$ cat config.mk
export PLATFORM = sky130hd
export DESIGN_NAME = regfile_wb_arbiter
export DESIGN_NICKNAME = d
export VERILOG_FILES = /design/src/rtl/regfile_wb_arbiter.sv
export SDC_FILE = /design/constraint.sdc
export NUM_CORES = 1
export LEC_CHECK = 0
export ABC_AREA = 1
export CELL_PAD_IN_SITES_DETAIL_PLACEMENT = 0
export CELL_PAD_IN_SITES_GLOBAL_PLACEMENT = 2
export CORE_ASPECT_RATIO = 1.2
export CORE_MARGIN = 2
export CORE_UTILIZATION = 22
export CTS_CLUSTER_SIZE = 10
export DETAILED_ROUTE_END_ITERATION = 8
export MAX_ROUTING_LAYER = met4
export PLACE_DENSITY_LB_ADDON = 0.1
export SLEW_MARGIN = 15
export SYNTH_ARGS = -nofsm -noshare
export SYNTH_HDL_FRONTEND = slang
export SYNTH_SLANG_ARGS = --single-unit
$ cat constraint.sdc
create_clock -name clk -period 6.3 [get_ports clk]
set_clock_uncertainty 0.15 [all_clocks]
set_input_delay 1.26 -clock clk [delete_from_list [all_inputs] [get_ports clk]]
set_output_delay 1.26 -clock clk [all_outputs]
set_load 0.05 [all_outputs]
$ cat src/rtl/regfile_wb_arbiter.sv
// Owns the register file's single write port: round-robin arbitration among writeback
// sources, plus a clear sequencer that zeroes x1..x31 after reset or on clear_start.
module regfile_wb_arbiter #(
   parameter int NUM_REQ = 3,
   parameter int ADDR_W  = 5,
   parameter int DATA_W  = 32
) (
   input  logic                      clk,
   input  logic                      rst_n,
   input  logic [NUM_REQ-1:0]        req_valid,
   output logic [NUM_REQ-1:0]        req_ready,
   input  logic [NUM_REQ*ADDR_W-1:0] req_addr,
   input  logic [NUM_REQ*DATA_W-1:0] req_data,
   input  logic                      clear_start,
   output logic                      busy,
   output logic                      write_enable,
   output logic [ADDR_W-1:0]         address3,
   output logic [DATA_W-1:0]         write_data
);
   localparam int PTR_W = $clog2(NUM_REQ);
   localparam logic [ADDR_W-1:0] CNT_FIRST = ADDR_W'(1);
   localparam logic [ADDR_W-1:0] CNT_LAST  = {ADDR_W{1'b1}};
   localparam logic [PTR_W-1:0]  PTR_MAX   = PTR_W'(NUM_REQ - 1);
   localparam logic [PTR_W:0]    PTR_WRAP  = (PTR_W + 1)'(NUM_REQ);

   typedef enum logic {
      CLEAR = 1'b0,
      RUN   = 1'b1
   } state_t;

   state_t            state_reg, state_next;
   logic [ADDR_W-1:0] cnt_reg, cnt_next;
   logic [PTR_W-1:0]  ptr_reg, ptr_next;
   logic              we_reg, we_next;
   logic [ADDR_W-1:0] addr_reg, addr_next;
   logic [DATA_W-1:0] data_reg, data_next;

   logic [ADDR_W-1:0] addr_arr [NUM_REQ];
   logic [DATA_W-1:0] data_arr [NUM_REQ];

   logic              found;
   logic [PTR_W-1:0]  winner;
   logic [PTR_W:0]    idx;

   generate
      for (genvar gi = 0; gi < NUM_REQ; gi++) begin : g_unpack
         assign addr_arr[gi] = req_addr[gi*ADDR_W +: ADDR_W];
         assign data_arr[gi] = req_data[gi*DATA_W +: DATA_W];
      end
   endgenerate

   // Search starts at the pointer; wrap by explicit compare so odd NUM_REQ works.
   always_comb begin
      found  = 1'b0;
      winner = '0;
      idx    = '0;
      for (int k = 0; k < NUM_REQ; k++) begin
         idx = {1'b0, ptr_reg} + (PTR_W + 1)'(k);
         if (idx >= PTR_WRAP) begin
            idx = idx - PTR_WRAP;
         end
         if (!found && req_valid[idx[PTR_W-1:0]]) begin
            found  = 1'b1;
            winner = idx[PTR_W-1:0];
         end
      end
   end

   always_comb begin
      req_ready = '0;
      if (state_reg == RUN && !clear_start && found) begin
         req_ready[winner] = 1'b1;
      end
   end

   always_comb begin
      state_next = state_reg;
      cnt_next   = cnt_reg;
      ptr_next   = ptr_reg;
      we_next    = 1'b0;
      addr_next  = addr_reg;
      data_next  = data_reg;
      case (state_reg)
         CLEAR: begin
            we_next   = 1'b1;
            addr_next = cnt_reg;
            data_next = '0;
            if (cnt_reg == CNT_LAST) begin
               state_next = RUN;
               cnt_next   = CNT_FIRST;
            end else begin
               cnt_next = cnt_reg + ADDR_W'(1);
            end
         end
         RUN: begin
            if (clear_start) begin
               state_next = CLEAR;
               cnt_next   = CNT_FIRST;
            end else if (found) begin
               // Address 0 is still consumed, but x0 is never written.
               addr_next = addr_arr[winner];
               data_next = data_arr[winner];
               we_next   = (addr_arr[winner] != '0);
               ptr_next  = (winner == PTR_MAX) ? '0 : winner + PTR_W'(1);
            end
         end
         default: begin
            state_next = CLEAR;
            cnt_next   = CNT_FIRST;
         end
      endcase
   end

   always_ff @(posedge clk or negedge rst_n) begin
      if (!rst_n) begin
         state_reg <= CLEAR;
         cnt_reg   <= CNT_FIRST;
         ptr_reg   <= '0;
         we_reg    <= 1'b0;
         addr_reg  <= '0;
         data_reg  <= '0;
      end else begin
         state_reg <= state_next;
         cnt_reg   <= cnt_next;
         ptr_reg   <= ptr_next;
         we_reg    <= we_next;
         addr_reg  <= addr_next;
         data_reg  <= data_next;
      end
   end

   assign busy         = (state_reg == CLEAR);
   assign write_enable = we_reg;
   assign address3     = addr_reg;
   assign write_data   = data_reg;

endmodule

==> results of run 1 <==
[path summary, 6_finish.rpt]
| path | slack (ns) | cells past startpoint | from | end |
|---|---|---|---|---|
| setup / recovery | 1.02 | 12 | req_valid[1] | req_ready[0] |
| hold / removal | 0.34 | 2 | write_data[30] | write_data[30] |
| setup reg to reg | 3.26 | 12 | ptr_reg[0] | write_data[17] |
| hold reg to reg | 0.34 | 2 | write_data[30] | write_data[30] |
| max in group asynchronous | 4.64 | 2 | rst_n | write_data[31] |
| min in group asynchronous | 0.92 | 2 | rst_n | write_data[14] |
[through the flow]
step | setup WS, ns | instance area (µm²) | utilization | total power, mW
3_3_place_gp | 1.01 | 4520 | 0.357 | 2.04
6_report | 1.02 | 4670 | 0.369 | 2.27
2_1_floorplan | 2.09 | 2870 | - | 1.64
4_1_cts | 0.993 | 4670 | 0.369 | 2.32
5_1_grt | 0.758 | 4670 | 0.369 | 2.49
3_5_place_dp | 0.992 | 4520 | 0.357 | 2.04
[power groups by stage]
stage / Clock [mW] / Sequential, mW / Combinational [mW]
floorplan: 0 / 0.608 / 1.03
finish: 0.272 / 0.427 / 1.57
CTS: 0.282 / 0.428 / 1.61
detailed placement: 0 / 0.432 / 1.60
global route: 0.296 / 0.439 / 1.76
global placement: 0 / 0.431 / 1.61
[worst register-to-register path, cell delays in order, from the launching register on]
cell,delay (ns)
dfrtp_1,0.38
inv_1,0.09
ha_1,0.40
o21ai_1,0.23
nand2_2,0.10
nand2_2,0.10
o21ai_1,0.07
inv_2,0.09
nand2_2,0.22
inv_1,0.47
buf_4,0.36
nand2_1,0.11
o2111ai_1,0.18
[cell usage after synthesis]
cell type / number / share of area
buf_4: 6 / 0.016
dfrtp_1: 45 / 0.39
a21oi_1: 16 / 0.028
dfstp_2: 1 / 0.0092
o22ai_1: 3 / 0.0065
clkbuf_1: 1 / 0.0013
buf_2: 8 / 0.014
xor2_1: 1 / 0.0031
nand3b_1: 1 / 0.0026
nor2_8: 1 / 0.0070
o211ai_1: 4 / 0.010
ha_1: 6 / 0.026
nor2_2: 1 / 0.0022
o2111ai_1: 4 / 0.012
nand3_1: 63 / 0.11
nand3_2: 3 / 0.010
o2bb2ai_1: 1 / 0.0031
a22o_1: 15 / 0.046
o21ai_0: 3 / 0.0052
nand2_4: 2 / 0.0079
buf_6: 6 / 0.024
nand2_1: 122 / 0.16
inv_2: 4 / 0.0052
nor2_4: 2 / 0.0079
inv_1: 20 / 0.026
nor2_1: 15 / 0.020
o21ai_1: 16 / 0.028
o32ai_1: 1 / 0.0031
nand2_2: 6 / 0.013
[cell type report]
cell class | count | share of cell area
Clock buffer | 7 | 0.0305
Clock inverter | 1 | 0.00107
Inverter | 24 | 0.0193
Multi-Input combinational cell | 286 | 0.316
Sequential cell | 46 | 0.247
Tap cell | 164 | 0.0439
Timing Repair Buffer | 161 | 0.342
[layer usage]
layer  GRT usage  wire length, µm
met2       0.297             5750
met5           -                0
met1       0.194             4730
met3      0.0302              640
met4      0.0339               73
[logic make-up after synthesis]
kind of cell,count (synthesis),share of synthesized area
and+or+nand+nor,216,0.340
AOI/OAI and AO/OA,63,0.142
DFF,46,0.402
buffers and inverters,45,0.0860
adders and majority gates,6,0.0262
xor gates and xnor gates,1,0.00306
==> impl_metrics.ini, run 1 <==
[power]
power_density_nw_per_um2 = 486
pwr-share-clk = 0.120
netSwitchingFraction = 0.545
switchingPower_mw = 1.24
vdd_drop_max_uv = 280
seqPwrFrac = 0.188
internal_power_mw = 1.03
p_comb_frac = 0.692
p_leak_nw = 2.03

[timing]
tightest_slew_ns = 0.997
hold_violations = 0
fin_crit_sh = 0.838
fin_hold_ws_ns = 0.339
max_freq_mhz = 189
rsz0062_at_grt = false
slew_viol_final = 0
setup_viol = 0
max_slew_margin = 0.334
fin_tns_setup_ns = 0
layout_min_cycle_time_ns = 5.28

[logic_synthesis]
syn_inst = 377
synth_nets = 500
yosysSeqAreaShare = 0.402
syn_area_um2 = 2870
ys_seq_elements = 46
yosys_warnings = 0
syn_avg_cell_area_um2 = 7.60
synth.distinct_cells = 29

[hold_path]
holdCritPathClass = reg -> reg

[routing]
wl_mm = 11.2
vias_per_cell = 4.56
final_antenna_net_count = 0
drt-pass1-iter-count = 4
drc = 0
first_iter_violations = 158
vias = 3140
post_drt_wl_per_cell_um = 16.2

[layout]
multi_input_area_um2 = 1480
fin_nets = 647
largest_reg_flops = 32
drive_above_1_share = 0.0610
regArea_um2 = 1150
fill_cells = 1378
stdcell_count = 689
syn2layout_area_growth_pct = 62.9
mostFrequentLayoutCells = 157 x clkdlybuf4s50_1, 122 x nand2_1, 63 x nand3_1
antenna-diode-count = 0
mostFrequentLayoutCell = clkdlybuf4s50_1

[run]
maxCapViolations = 0

[global_route]
grt_pass1_vias = 3251
overflow = 0
grt_pass1_wl_mm = 17.3
grt_max_degree = 47
antenna_found_initial = 0
grt.total_usage = 0.166

[die]
io_pins = 159
dieArea_um2 = 14000
start_util = 0.226
coreArea_um2 = 12700
rows = 45
die_h_um = 129
die_w_um = 108

[critical_path]
cp-end-kind = primary output
arrival_ns = 3.87
cp_max_fo = 37
crit_type = in -> out
cp_cell_sequence = clkdlybuf4s50_1 -> inv_1 -> nand2_1 -> nand3_1 -> nand2_1 -> inv_1 -> nor2_4 -> nand2_2 -> nand2_4 -> nand2_2 -> nor2_1 -> clkdlybuf4s50_1
required_ns = 4.89
slowest_stage = clkdlybuf4s50_1
worstSetupStartpointType = input port
worst-path-buf-inv = 4
critPathTopFamily = buffers and inverters
slowest_delay_ns = 0.82

[clock_network]
cts_resized = 0
clock_sinks = 46
cts_tree = yes
clk_latency_ns = 0.29
clock_path_buffers = 2
hold_buffers = 0
cts-root-buf = clkbuf_16
clkSlewWorstSetupHoldPaths_ns = 0.06
postCtsSetupBuffers = 0
cts_buffers = 5
htreeDepth = 2

[place]
gp_congestion = 0.762
placed_cells = 681
io_buffers = 158
hpwl_mm = 8.01

[outcome]
outcome = complete, no violations
No activity file was read; power rests on OpenSTA's default activity.
==> run 2: changes to the inputs <==
--- a/config.mk
+++ b/config.mk
@@ -10,7 +10,7 @@
 export CELL_PAD_IN_SITES_GLOBAL_PLACEMENT = 2
 export CORE_ASPECT_RATIO = 1.2
 export CORE_MARGIN = 2
-export CORE_UTILIZATION = 22
+export CORE_UTILIZATION = 20
 export CTS_CLUSTER_SIZE = 10
 export DETAILED_ROUTE_END_ITERATION = 8
 export MAX_ROUTING_LAYER = met4
==> constraint.sdc (replaced) <==
create_clock -name clk -period 5.35 [get_ports clk]
set_clock_uncertainty 0.15 [all_clocks]
set_input_delay 1.07 -clock clk [delete_from_list [all_inputs] [get_ports clk]]
set_output_delay 1.07 -clock clk [all_outputs]
set_load 0.05 [all_outputs]
==> impl_metrics.ini, run 2 (synthesized netlist as in run 1, its figures left out) <==
[outcome]
outcome = complete, no violations

[layout]
mostFrequentLayoutCells = 156 x clkdlybuf4s50_1, 122 x nand2_1, 63 x nand3_1
largest_reg_flops = 32
antenna-diode-count = 0
fin_nets = 649
mostFrequentLayoutCell = clkdlybuf4s50_1
syn2layout_area_growth_pct = 65.4
drive_above_1_share = 0.0683

[critical_path]
cp-end-kind = primary output
slowest_stage = clkdlybuf4s50_1
arrival_ns = 3.54
crit_type = in -> out
worstSetupStartpointType = input port
cpMostUsedCell = nand2_2
cp_cell_sequence = clkdlybuf4s50_1 -> inv_1 -> o21ai_1 -> nand2_2 -> nand2_2 -> o21ai_1 -> inv_2 -> nand2_2 -> nor2_1 -> clkdlybuf4s50_1
slowest_delay_ns = 0.91
required_ns = 4.13
cp_max_fo = 5

[global_route]
grt_pass1_wl_mm = 17.9
grt_max_degree = 47
antenna_found_initial = 0
grt.total_usage = 0.154
grt_pass1_vias = 3285
overflow = 0

[timing]
fin_hold_ws_ns = 0.340
rsz0062_at_grt = false
slew_viol_final = 0
tightest_slew_ns = 1.00
layout_min_cycle_time_ns = 4.76
fin_tns_setup_ns = 0
setup_viol = 0
max_freq_mhz = 210
max_slew_margin = 0.330
fin_crit_sh = 0.891
hold_violations = 0

[clock_network]
hold_buffers = 0
postCtsSetupBuffers = 0
cts_tree = yes
clock_sinks = 46
cts-root-buf = clkbuf_16
htreeDepth = 2
clk_latency_ns = 0.29
cts_buffers = 5
cts_resized = 0
clock_path_buffers = 2
clkSlewWorstSetupHoldPaths_ns = 0.06

[routing]
first_iter_violations = 144
drt-pass1-iter-count = 4
drc = 0
vias = 3162
post_drt_wl_per_cell_um = 16.3
vias_per_cell = 4.53
wl_mm = 11.4
final_antenna_net_count = 0

[place]
gp_congestion = 0.786
hpwl_mm = 8.11
io_buffers = 158

[die]
dieArea_um2 = 15300
die_w_um = 113
start_util = 0.207
io_pins = 159
die_h_um = 135
rows = 47
coreArea_um2 = 13900

[power]
power_density_nw_per_um2 = 591
p_leak_nw = 2.06
vdd_drop_max_uv = 313

[run]
maxCapViolations = 0

[hold_path]
holdCritPathClass = reg -> reg
[run 2: final timing paths]
| check | startpoint | to | slack, ns | depth (start not counted) |
|---|---|---|---|---|
| worst max-delay path | req_valid[2] | req_ready[2] | 0.59 | 10 |
| worst min-delay path | write_data[14] | write_data[14] | 0.34 | 2 |
| worst max register to register | ptr_reg[0] | write_enable | 2.33 | 17 |
| worst min register to register | write_data[14] | write_data[14] | 0.34 | 2 |
| max in group asynchronous | rst_n | write_data[7] | 3.89 | 2 |
| min in group asynchronous | rst_n | write_data[3] | 0.74 | 2 |
[run 2: worst max-delay path: cells and delay by family]
kind,cells,cell delay [ns]
buffers and inverters,4,1.55
AOI/OAI and AO/OA,2,0.26
and+or+nand+nor,4,0.66
[run 2: stage by stage]
stage	cell area (µm²)	std cells	power [mW]	util	setup WS [ns]
global route	4740	698	3.07	0.342	0.440
detailed placement	4540	690	2.43	0.327	0.646
floorplan	2870	377	1.93	-	1.52
finish	4740	698	2.80	0.342	0.585
CTS	4740	698	2.86	0.342	0.643
global placement	4540	690	2.44	0.327	0.679
[run 2: cell type report]
type                       count  area [µm²]
clock buffer                   6         139
tap                          171         214
inverter                      24        90.1
multi-input combinational    286        1480
fill                        1518        9140
timing repair buffer         163        1610
clock inverter                 2        60.1
sequential                    46        1150
[run 2: routing by layer]
layer / GRT usage / wire [µm]
met2: 0.260 / 5500
met4: 0.0413 / 193
met3: 0.0277 / 570
met5: - / 0
met1: 0.191 / 5140
[run 2: report_power, final]
| group | internal [mW] | leakage [nW] | total (mW) | switching [mW] |
|---|---|---|---|---|
| registers | 0.442 | 0.613 | 0.502 | 0.0601 |
| clock network | 0.281 | 0.0971 | 0.421 | 0.140 |
| logic | 0.600 | 1.35 | 1.88 | 1.28 |
==> run 3: changes to the inputs <==
--- a/config.mk
+++ b/config.mk
@@ -13,6 +13,7 @@
 export CORE_UTILIZATION = 20
 export CTS_CLUSTER_SIZE = 10
 export DETAILED_ROUTE_END_ITERATION = 8
+export GPL_ROUTABILITY_DRIVEN = 1
 export MAX_ROUTING_LAYER = met4
 export PLACE_DENSITY_LB_ADDON = 0.1
 export SLEW_MARGIN = 15
==> results of run 3 <==
Same layout as run 2: the final DEF is identical, and so are final timing and power.
